`config.mk`:
```
export PLATFORM = sky130hd
export DESIGN_NAME = ram_sta_mirror_reader_flat
export DESIGN_NICKNAME = d
export VERILOG_FILES = /design/src/rtl/ram_sta_mirror_reader_if.sv /design/src/rtl/ram_sta_mirror_reader.sv /design/src/flat_wrapper.sv
export SDC_FILE = /design/constraint.sdc
export NUM_CORES = 1
export LEC_CHECK = 0
export CORE_MARGIN = 2
export CORE_UTILIZATION = 47
export DETAILED_ROUTE_END_ITERATION = 6
export GPL_ROUTABILITY_DRIVEN = 0
export PLACE_DENSITY_LB_ADDON = 0.08
export SYNTH_ARGS = -nofsm -noshare
export SYNTH_HDL_FRONTEND = slang
export SYNTH_SLANG_ARGS = --single-unit
export TNS_END_PERCENT = 5
```
`constraint.sdc`:
```
create_clock -name clk -period 2.28 [get_ports clk]
set_input_delay 0.456 -clock clk [delete_from_list [all_inputs] [get_ports clk]]
set_output_delay 0.456 -clock clk [all_outputs]
set_load 0.005 [all_outputs]
```
`src/rtl/ram_sta_mirror_reader_if.sv`:
```
// ram_sta_mirror_reader_if: RAM read port plus output beat stream of the mirror reader.
interface ram_sta_mirror_reader_if #(
    parameter int ADDR_WIDTH = 4,
    parameter int DATA_WIDTH = 4
);
    logic [ADDR_WIDTH-1:0] ram_rd_addr;
    logic [DATA_WIDTH-1:0] ram_rd_data;
    logic                  m_valid;
    logic                  m_ready;
    logic [DATA_WIDTH-1:0] m_data;
    logic [ADDR_WIDTH-1:0] m_addr;
    logic                  m_last;

    modport master (
        output ram_rd_addr, m_valid, m_data, m_addr, m_last,
        input  ram_rd_data, m_ready
    );

    modport slave (
        input  ram_rd_addr, m_valid, m_data, m_addr, m_last,
        output ram_rd_data, m_ready
    );
endinterface

```
`src/rtl/ram_sta_mirror_reader.sv`:
```
// ram_sta_mirror_reader: sweeps a RAM address range and streams {data, addr, last} beats
// through a 2-entry FIFO, with credit-limited read issue for RAM latency 0 or 1.
module ram_sta_mirror_reader #(
    parameter int ADDR_WIDTH = 4,
    parameter int DATA_WIDTH = 4,
    parameter int RAM_LAT    = 0
) (
    input  logic                  clk,
    input  logic                  rst_n,
    input  logic                  start,
    input  logic [ADDR_WIDTH-1:0] start_addr,
    input  logic [ADDR_WIDTH:0]   len,
    input  logic                  abort,
    output logic                  busy,
    output logic                  done,
    ram_sta_mirror_reader_if.master bus
);
    localparam int EW = DATA_WIDTH + ADDR_WIDTH + 1;
    localparam logic [ADDR_WIDTH:0] ONE = 1;

    typedef enum logic [1:0] {IDLE, RUN, DRAIN} state_t;

    state_t                state, state_n;
    logic [ADDR_WIDTH-1:0] next_addr, addr_q, infl_addr;
    logic [ADDR_WIDTH:0]   remaining;
    logic                  first, zero_done, issue, pop, wr_en, infl_v, infl_last, in_flight, credit, accept;
    logic [EW-1:0]         fifo [2];
    logic [EW-1:0]         wr_entry;
    logic                  wr_ptr, rd_ptr;
    logic [1:0]            count;

    assign accept      = state == IDLE && start && !abort;
    assign pop         = bus.m_valid && bus.m_ready;
    assign in_flight   = RAM_LAT != 0 && infl_v;
    // Credit counts the slot freed by this cycle's pop so a steady stream never bubbles.
    assign credit      = {1'b0, count} + {2'b0, in_flight} < 3'd2 + {2'b0, pop};
    assign wr_en       = RAM_LAT != 0 ? infl_v : issue;
    assign wr_entry    = RAM_LAT != 0 ? {infl_last, infl_addr, bus.ram_rd_data}
                                      : {remaining == ONE, next_addr, bus.ram_rd_data};
    assign bus.ram_rd_addr = issue ? next_addr : addr_q;
    assign bus.m_valid = count != 2'd0;
    assign {bus.m_last, bus.m_addr, bus.m_data} = fifo[rd_ptr];
    assign busy        = state != IDLE;

    always_ff @(posedge clk or negedge rst_n) begin
        if (!rst_n) state <= IDLE;
        else        state <= state_n;
    end

    always_comb begin
        state_n = state;
        issue   = 1'b0;
        done    = zero_done;
        case (state)
            IDLE:    state_n = accept && len != '0 ? RUN : IDLE;
            RUN: begin
                // The first RUN cycle is idle so the first beat lands 2+RAM_LAT cycles after start.
                issue   = !first && credit;
                state_n = issue && remaining == ONE ? DRAIN : RUN;
            end
            DRAIN: begin
                done    = count == 2'd0 && !in_flight;
                state_n = done ? IDLE : DRAIN;
            end
            default: state_n = IDLE;
        endcase
        if (abort) begin
            state_n = IDLE;
            issue   = 1'b0;
            done    = 1'b0;
        end
    end

    always_ff @(posedge clk or negedge rst_n) begin
        if (!rst_n) begin
            first     <= 1'b0;
            zero_done <= 1'b0;
            next_addr <= '0;
            remaining <= '0;
            addr_q    <= '0;
            infl_v    <= 1'b0;
            infl_addr <= '0;
            infl_last <= 1'b0;
            wr_ptr    <= 1'b0;
            rd_ptr    <= 1'b0;
            count     <= 2'd0;
            for (int i = 0; i < 2; i++) fifo[i] <= '0;
        end else begin
            first     <= accept && len != '0;
            zero_done <= accept && len == '0;
            addr_q    <= bus.ram_rd_addr;
            infl_v    <= issue;
            if (accept) begin
                next_addr <= start_addr;
                remaining <= len;
            end else if (issue) begin
                next_addr <= next_addr + ADDR_WIDTH'(1);
                remaining <= remaining - ONE;
            end
            if (issue) begin
                infl_addr <= next_addr;
                infl_last <= remaining == ONE;
            end
            if (abort) begin
                wr_ptr <= 1'b0;
                rd_ptr <= 1'b0;
                count  <= 2'd0;
            end else begin
                if (wr_en) begin
                    fifo[wr_ptr] <= wr_entry;
                    wr_ptr       <= ~wr_ptr;
                end
                if (pop) rd_ptr <= ~rd_ptr;
                count <= count + {1'b0, wr_en} - {1'b0, pop};
            end
        end
    end
endmodule

```
`src/flat_wrapper.sv`:
```
// flat-port wrapper written by rule: the top's interface ports become plain ports
module ram_sta_mirror_reader_flat 
#(
    parameter int ADDR_WIDTH = 4,
    parameter int DATA_WIDTH = 4,
    parameter int RAM_LAT    = 0
)
  (clk, rst_n, start, start_addr, len, abort, busy, done, bus_ram_rd_addr, bus_m_valid, bus_m_data, bus_m_addr, bus_m_last, bus_ram_rd_data, bus_m_ready);
  ram_sta_mirror_reader_if #(.ADDR_WIDTH(ADDR_WIDTH), .DATA_WIDTH(DATA_WIDTH)) bus_i ();
  input  logic clk;
  input  logic rst_n;
  input  logic start;
  input  logic [ADDR_WIDTH-1:0] start_addr;
  input  logic [ADDR_WIDTH:0] len;
  input  logic abort;
  output logic busy;
  output logic done;
  output wire logic [$bits(bus_i.ram_rd_addr)-1:0] bus_ram_rd_addr;
  output wire logic [$bits(bus_i.m_valid)-1:0] bus_m_valid;
  output wire logic [$bits(bus_i.m_data)-1:0] bus_m_data;
  output wire logic [$bits(bus_i.m_addr)-1:0] bus_m_addr;
  output wire logic [$bits(bus_i.m_last)-1:0] bus_m_last;
  input wire logic [$bits(bus_i.ram_rd_data)-1:0] bus_ram_rd_data;
  input wire logic [$bits(bus_i.m_ready)-1:0] bus_m_ready;
  assign bus_ram_rd_addr = bus_i.ram_rd_addr;
  assign bus_m_valid = bus_i.m_valid;
  assign bus_m_data = bus_i.m_data;
  assign bus_m_addr = bus_i.m_addr;
  assign bus_m_last = bus_i.m_last;
  assign bus_i.ram_rd_data = bus_ram_rd_data;
  assign bus_i.m_ready = bus_m_ready;
  ram_sta_mirror_reader #(.ADDR_WIDTH(ADDR_WIDTH), .DATA_WIDTH(DATA_WIDTH), .RAM_LAT(RAM_LAT)) u_core (.clk(clk), .rst_n(rst_n), .start(start), .start_addr(start_addr), .len(len), .abort(abort), .busy(busy), .done(done), .bus(bus_i));
endmodule
```
[Word level (Yosys, flattened, before mapping)]
Index checks and enable logic that the tools add are counted.
W data, S select, Z words.
Storage, ports and cells
  memory bits (writable): 0
  output and inout bits: 16
  memories kept: 0
  bits of input ports: 18
  latch bits: 0
  ROM bits: 0
  register bits after elaboration: 39
  word-level logic and storage cells: 73
Cells by class
  $mul: 0
  reductions and logical operators: 20
  bitwise logic cells: 5
  muxes and demuxes: 25
  eq/ne operators: 3
  div/mod/pow operators: 0
  shift-type cells: 0
  add/sub/neg operators: 5
  order comparisons: 4
Operator list (count)
  $mux W9: 4
  $bwmux W18: 1
  $mux W4: 3
  $mux W5: 2
  $reduce_bool A2 Y1: 5
  $demux W9 S1: 1
  $mux W1: 9
  $logic_and A1 B1 Y1: 8
  $mux W2: 4
  $pmux W2 S3: 1
  $eq A5 B1 Y1 const B: 1
  $logic_not A5 Y1: 1
  $reduce_bool A5 Y1: 1
  $sub A5 B1 Y5 const B: 1
  $add A4 B1 Y4 const B: 1
  $ge A2 B2 Y1 const B: 2
  $logic_not A2 Y1: 2
  $not A1 Y2: 2
  $add A2 B1 Y3 const A: 1
  $lt A2 B3 Y1: 1
  $not A1 Y1: 3
  $add A2 B1 Y2: 1
  $eq A2 B1 Y1 const B: 1
  $eq A2 B2 Y1 const B: 1
  other kinds (4): 5

[Longest topological paths before layout]
  depth in word-level cells: 10
  depth in mapped cells: 10

[Least setup slack after synthesis]
OpenSTA, ideal clock, no wires.
  path kind: input to register
  from: input abort
  to: register u_core.count[1]
  setup slack: -0.149 ns
  library setup time: 0.130 ns
  required time: 2.150 ns
  cell stages on the path: 10
  data arrival time: 2.300 ns
  path buffers: 1
  cells stage by stage: or4b_4 -> a21oi_4 -> inv_4 -> clkbuf_1 -> ha_1 -> inv_1 -> ha_1 -> xor2_1 -> xnor2_1 -> nor2_1
On the way
  cells in the longest elaborated chain, start to end: 4
RTL lines
  from (decl): RTL line flat_wrapper.sv:15  | input logic abort;
  $mux W1: RTL line ram_sta_mirror_reader.sv:67  | if (abort) begin
  $add A2 B1 Y2: RTL line ram_sta_mirror_reader.sv:114  | count <= count + {1'b0, wr_en} - {1'b0, pop};
  $sub A2 B1 Y2: RTL line ram_sta_mirror_reader.sv:114
  $mux W2 (*): RTL line ram_sta_mirror_reader.sv:104  | if (abort) begin
  to (signal assigned): RTL line ram_sta_mirror_reader.sv:114
  to (decl): RTL line ram_sta_mirror_reader.sv:30  | logic [1:0] count;
Mark *: on every way between the ends. The rest lies on a longest branch, timed or not.
A chain may end at the register's enable or synchronous reset.

[Worst setup path in the final report]
  from: register u_core.first
  to: register u_core.addr_q[3]
On the way
  cells in the longest elaborated chain, start to end: 5
RTL lines
  from (decl): RTL line ram_sta_mirror_reader.sv:26  | logic first, zero_done, issue, pop, wr_en, infl_v, infl_last, in_flight, credit, accept;
  from (signal assigned): RTL line ram_sta_mirror_reader.sv:76  | first <= 1'b0;
  from (signal assigned): RTL line ram_sta_mirror_reader.sv:89  | first <= accept && len != '0;
  $logic_not A1 Y1: RTL line ram_sta_mirror_reader.sv:58  | issue = !first && credit;
  $logic_and A1 B1 Y1: RTL line ram_sta_mirror_reader.sv:58
  $mux W1: RTL line ram_sta_mirror_reader.sv:54  | case (state)
  $mux W1: RTL line ram_sta_mirror_reader.sv:67
  $mux W4: RTL line ram_sta_mirror_reader.sv:40  | assign bus.ram_rd_addr = issue ? next_addr : addr_q;
  to (signal assigned): RTL line ram_sta_mirror_reader.sv:91  | addr_q <= bus.ram_rd_addr;
  to (decl): RTL line ram_sta_mirror_reader.sv:24  | logic [ADDR_WIDTH-1:0] next_addr, addr_q, infl_addr;
No other way between the ends.

==> flow_summary.json <==
{
  "status": "finished with violations",
  "violations": "setup timing",
  "antenna_left": 0,
  "end_kind": "flip-flop",
  "p_leak_nw": 1.213,
  "ys_types": 34,
  "setup_ws_ns": -0.07071,
  "first_pass_iters": 4,
  "cts_buffer_depth": 2,
  "startpoint_type": "flip-flop",
  "syn_area_per_cell_sq_um": 11.58,
  "coreArea_sq_um": 3943,
  "fin_skew_ns": 0.008676,
  "grt-ovfl-total": 0,
  "path_clk_slew_ns": 0.08,
  "ios": 34,
  "die_x_um": 67.36,
  "n_antenna_cell": 0,
  "place_inst": 251,
  "rrSetupSlack_ns": -0.07,
  "nets": 254,
  "synthToLayoutAreaGrowth_pct": 43.77,
  "syn_inst": 163,
  "dp_slack_ns": -0.5247,
  "p_per_area_nw_per_um2": 1154,
  "wire_per_inst_um": 16.36,
  "grt_setup_unrepaired": "true",
  "h-tree-depth": 2,
  "slew_violations": 0,
  "cts_root_buffer": "clkbuf_8",
  "drive_gt1_frac": 0.4267,
  "finalCritPeriodShare": 1.031,
  "grt_max_degree": 40,
  "worstPathMaxFanout": 6,
  "grt_first_pass_wirelength_mm": 7.555,
  "antenna_found_initial": 0,
  "clock_sinks": 39,
  "cp.arrival_ns": 2.54,
  "clk_latency_ns": 0.29,
  "worst_slew_pin_slew_ns": 0.8785,
  "portBuffers": 33,
  "timing.max_cap.violations": 0,
  "yosysSeqAreaShare": 0.5172,
  "hold_viol_final": 0,
  "ir_drop_mv": 0.4484,
  "r2r_start": "u_core.first$_DFF_PN0_",
  "start_util": 0.4786,
  "cts_hold_buf": 0,
  "fin_crit_ns": 2.351,
  "fin_cells": 282,
  "ys_warn_count": 0,
  "fmax_ghz": 0.4254,
  "relSlewSlack": 0.4144,
  "hpwl_mm": 2.733,
  "r2r-end": "u_core.addr_q[3]$_DFF_PN0_",
  "via_per_inst": 5.202,
  "dieArea_sq_um": 4537,
  "cts_made_buffers": 5,
  "cts_tree": "yes",
  "drtIter0Drc": 90,
  "grt_usage": 0.2324,
  "critPathKind": "reg -> reg",
  "cp.required_ns": 2.47,
  "routed_wl_mm": 4.613,
  "vias": 1467,
  "hold_path.class": "in -> async",
  "setup_viol": 6,
  "grt_pass1_vias": 1581,
  "synth_area_sq_um": 1887,
  "drc": 0,
  "syn_nets": 186,
  "ff2ff_path_depth": 12,
  "synth-seq-cells": 39,
  "die_h_um": 67.36,
  "rows": 23,
  "holdWs_ns": 0.2768
}
cell type report:
cell class	instances	area, sq um
Inverter	8	32.53
Sequential cell	39	977.2
Timing Repair Buffer	66	603.1
Clock inverter	2	35.03
Multi-Input combinational cell	111	919.6
Tap cell	50	62.56
Fill cell	291	1230
Clock buffer	6	82.58
metal layers:
layer  share of wire  global-route usage
met1            0.40              0.2505
met2            0.52              0.4183
met3           0.044             0.06167
met4           0.037              0.1148
met5               0                   0
sequential cells by signal, summed over array words and instances (netlist names):
signal / flops
u_core.rd_ptr: 1
u_core.next_addr: 4
u_core.first: 1
u_core.state: 2
u_core.count: 2
u_core.fifo: 18
u_core.zero_done: 1
u_core.remaining: 5
u_core.addr_q: 4
u_core.wr_ptr: 1
stage by stage:
stage | utilization | power (mW) | area (sq um) | TNS [ns]
2_1_floorplan | - | 1.650 | 1897 | -0.1051
3_3_place_gp | 0.5912 | 2.086 | 2331 | -5.981
3_5_place_dp | 0.5912 | 2.141 | 2331 | -7.030
4_1_cts | 0.6801 | 3.032 | 2681 | -0.1501
5_1_grt | 0.6880 | 3.338 | 2713 | -1.095
6_report | 0.6880 | 3.132 | 2713 | -0.2366
layout by cell type (no fill, tap or decap), types with 6 or more instances in the layout:
cell type         n
dfrtp_1          38
inv_1             6
xnor2_1           6
buf_4            23
clkdlybuf4s50_1  27
nand2_1           6
nor2_1           10
mux2_2           27
clkbuf_8          6
nand2_2          12
buf_6            12
critical path, stage by stage (launching register included):
cell and delay (ns):
dfrtp_1 0.40, or4b_4 0.56, a21oi_4 0.24, inv_4 0.09
nand2_2 0.08, nand2_2 0.06, buf_4 0.13, buf_4 0.12
buf_4 0.12, buf_4 0.12, buf_4 0.13, buf_6 0.10
buf_6 0.11
worst max path at each step:
stage / cells after the start / slack [ns] / end / from
2_1_floorplan: 10 / -0.11 / u_core.count[1]$_DFF_PN0_ / abort
3_3_place_gp: 6 / -0.45 / bus_ram_rd_addr[2] / abort
3_5_place_dp: 7 / -0.52 / bus_ram_rd_addr[2] / abort
4_1_cts: 6 / -0.03 / bus_ram_rd_addr[3] / u_core.state[1]$_DFF_PN0_
5_1_grt: 12 / -0.15 / u_core.addr_q[3]$_DFF_PN0_ / u_core.first$_DFF_PN0_
6_report: 12 / -0.07 / u_core.addr_q[3]$_DFF_PN0_ / u_core.first$_DFF_PN0_
power breakdown:
| group | switching (mW) | internal (mW) |
|---|---|---|
| logic | 0.470 | 0.888 |
| registers | 0.230 | 0.949 |
| clock network | 0.241 | 0.354 |
| total | 0.941 | 2.19 |
logic make-up after synthesis:
group	share of synthesized area
AND/OR/NAND/NOR	0.1446
flip-flops	0.5172
multiplexers	0.1664
AO/OA/AOI/OAI	0.07891
buffers and inverters	0.02719
XOR/XNOR	0.03249
adder cells (fa/ha/maj)	0.03316
timing repair:
action | CTS | global route
pin swaps | 10 | 9
endpoints found under the setup margin | 5 | 27
buffers inserted | 25 | 0
resized for setup | 34 | 13
cloned | 0 | 0
Yosys cell counts (all sizes together):
master,n,area [sq um]
nor3,1,5.000
o21ai,4,20.02
or4b,1,13.76
xnor2,6,52.55
nand2b,1,6.260
nor2,11,57.56
and3,2,12.51
mux2i,1,10.01
and2,1,6.260
inv,8,32.54
nor2b,2,12.51
mux2,27,304.0
xor2,1,8.760
nand3b,1,7.510
o211ai,3,22.52
or3b,1,8.760
nand2,18,70.07
a21oi,5,36.29
clkbuf,5,18.77
nand3,4,20.02
a221o,1,10.01
or2,3,18.77
nor3b,2,15.01
or3,3,18.77
dfrtp,39,975.9
a211oi,2,15.01
a2111oi,3,32.53
ha,5,62.56
a31oi,2,12.51
Power figures use the tool's default switching activity.
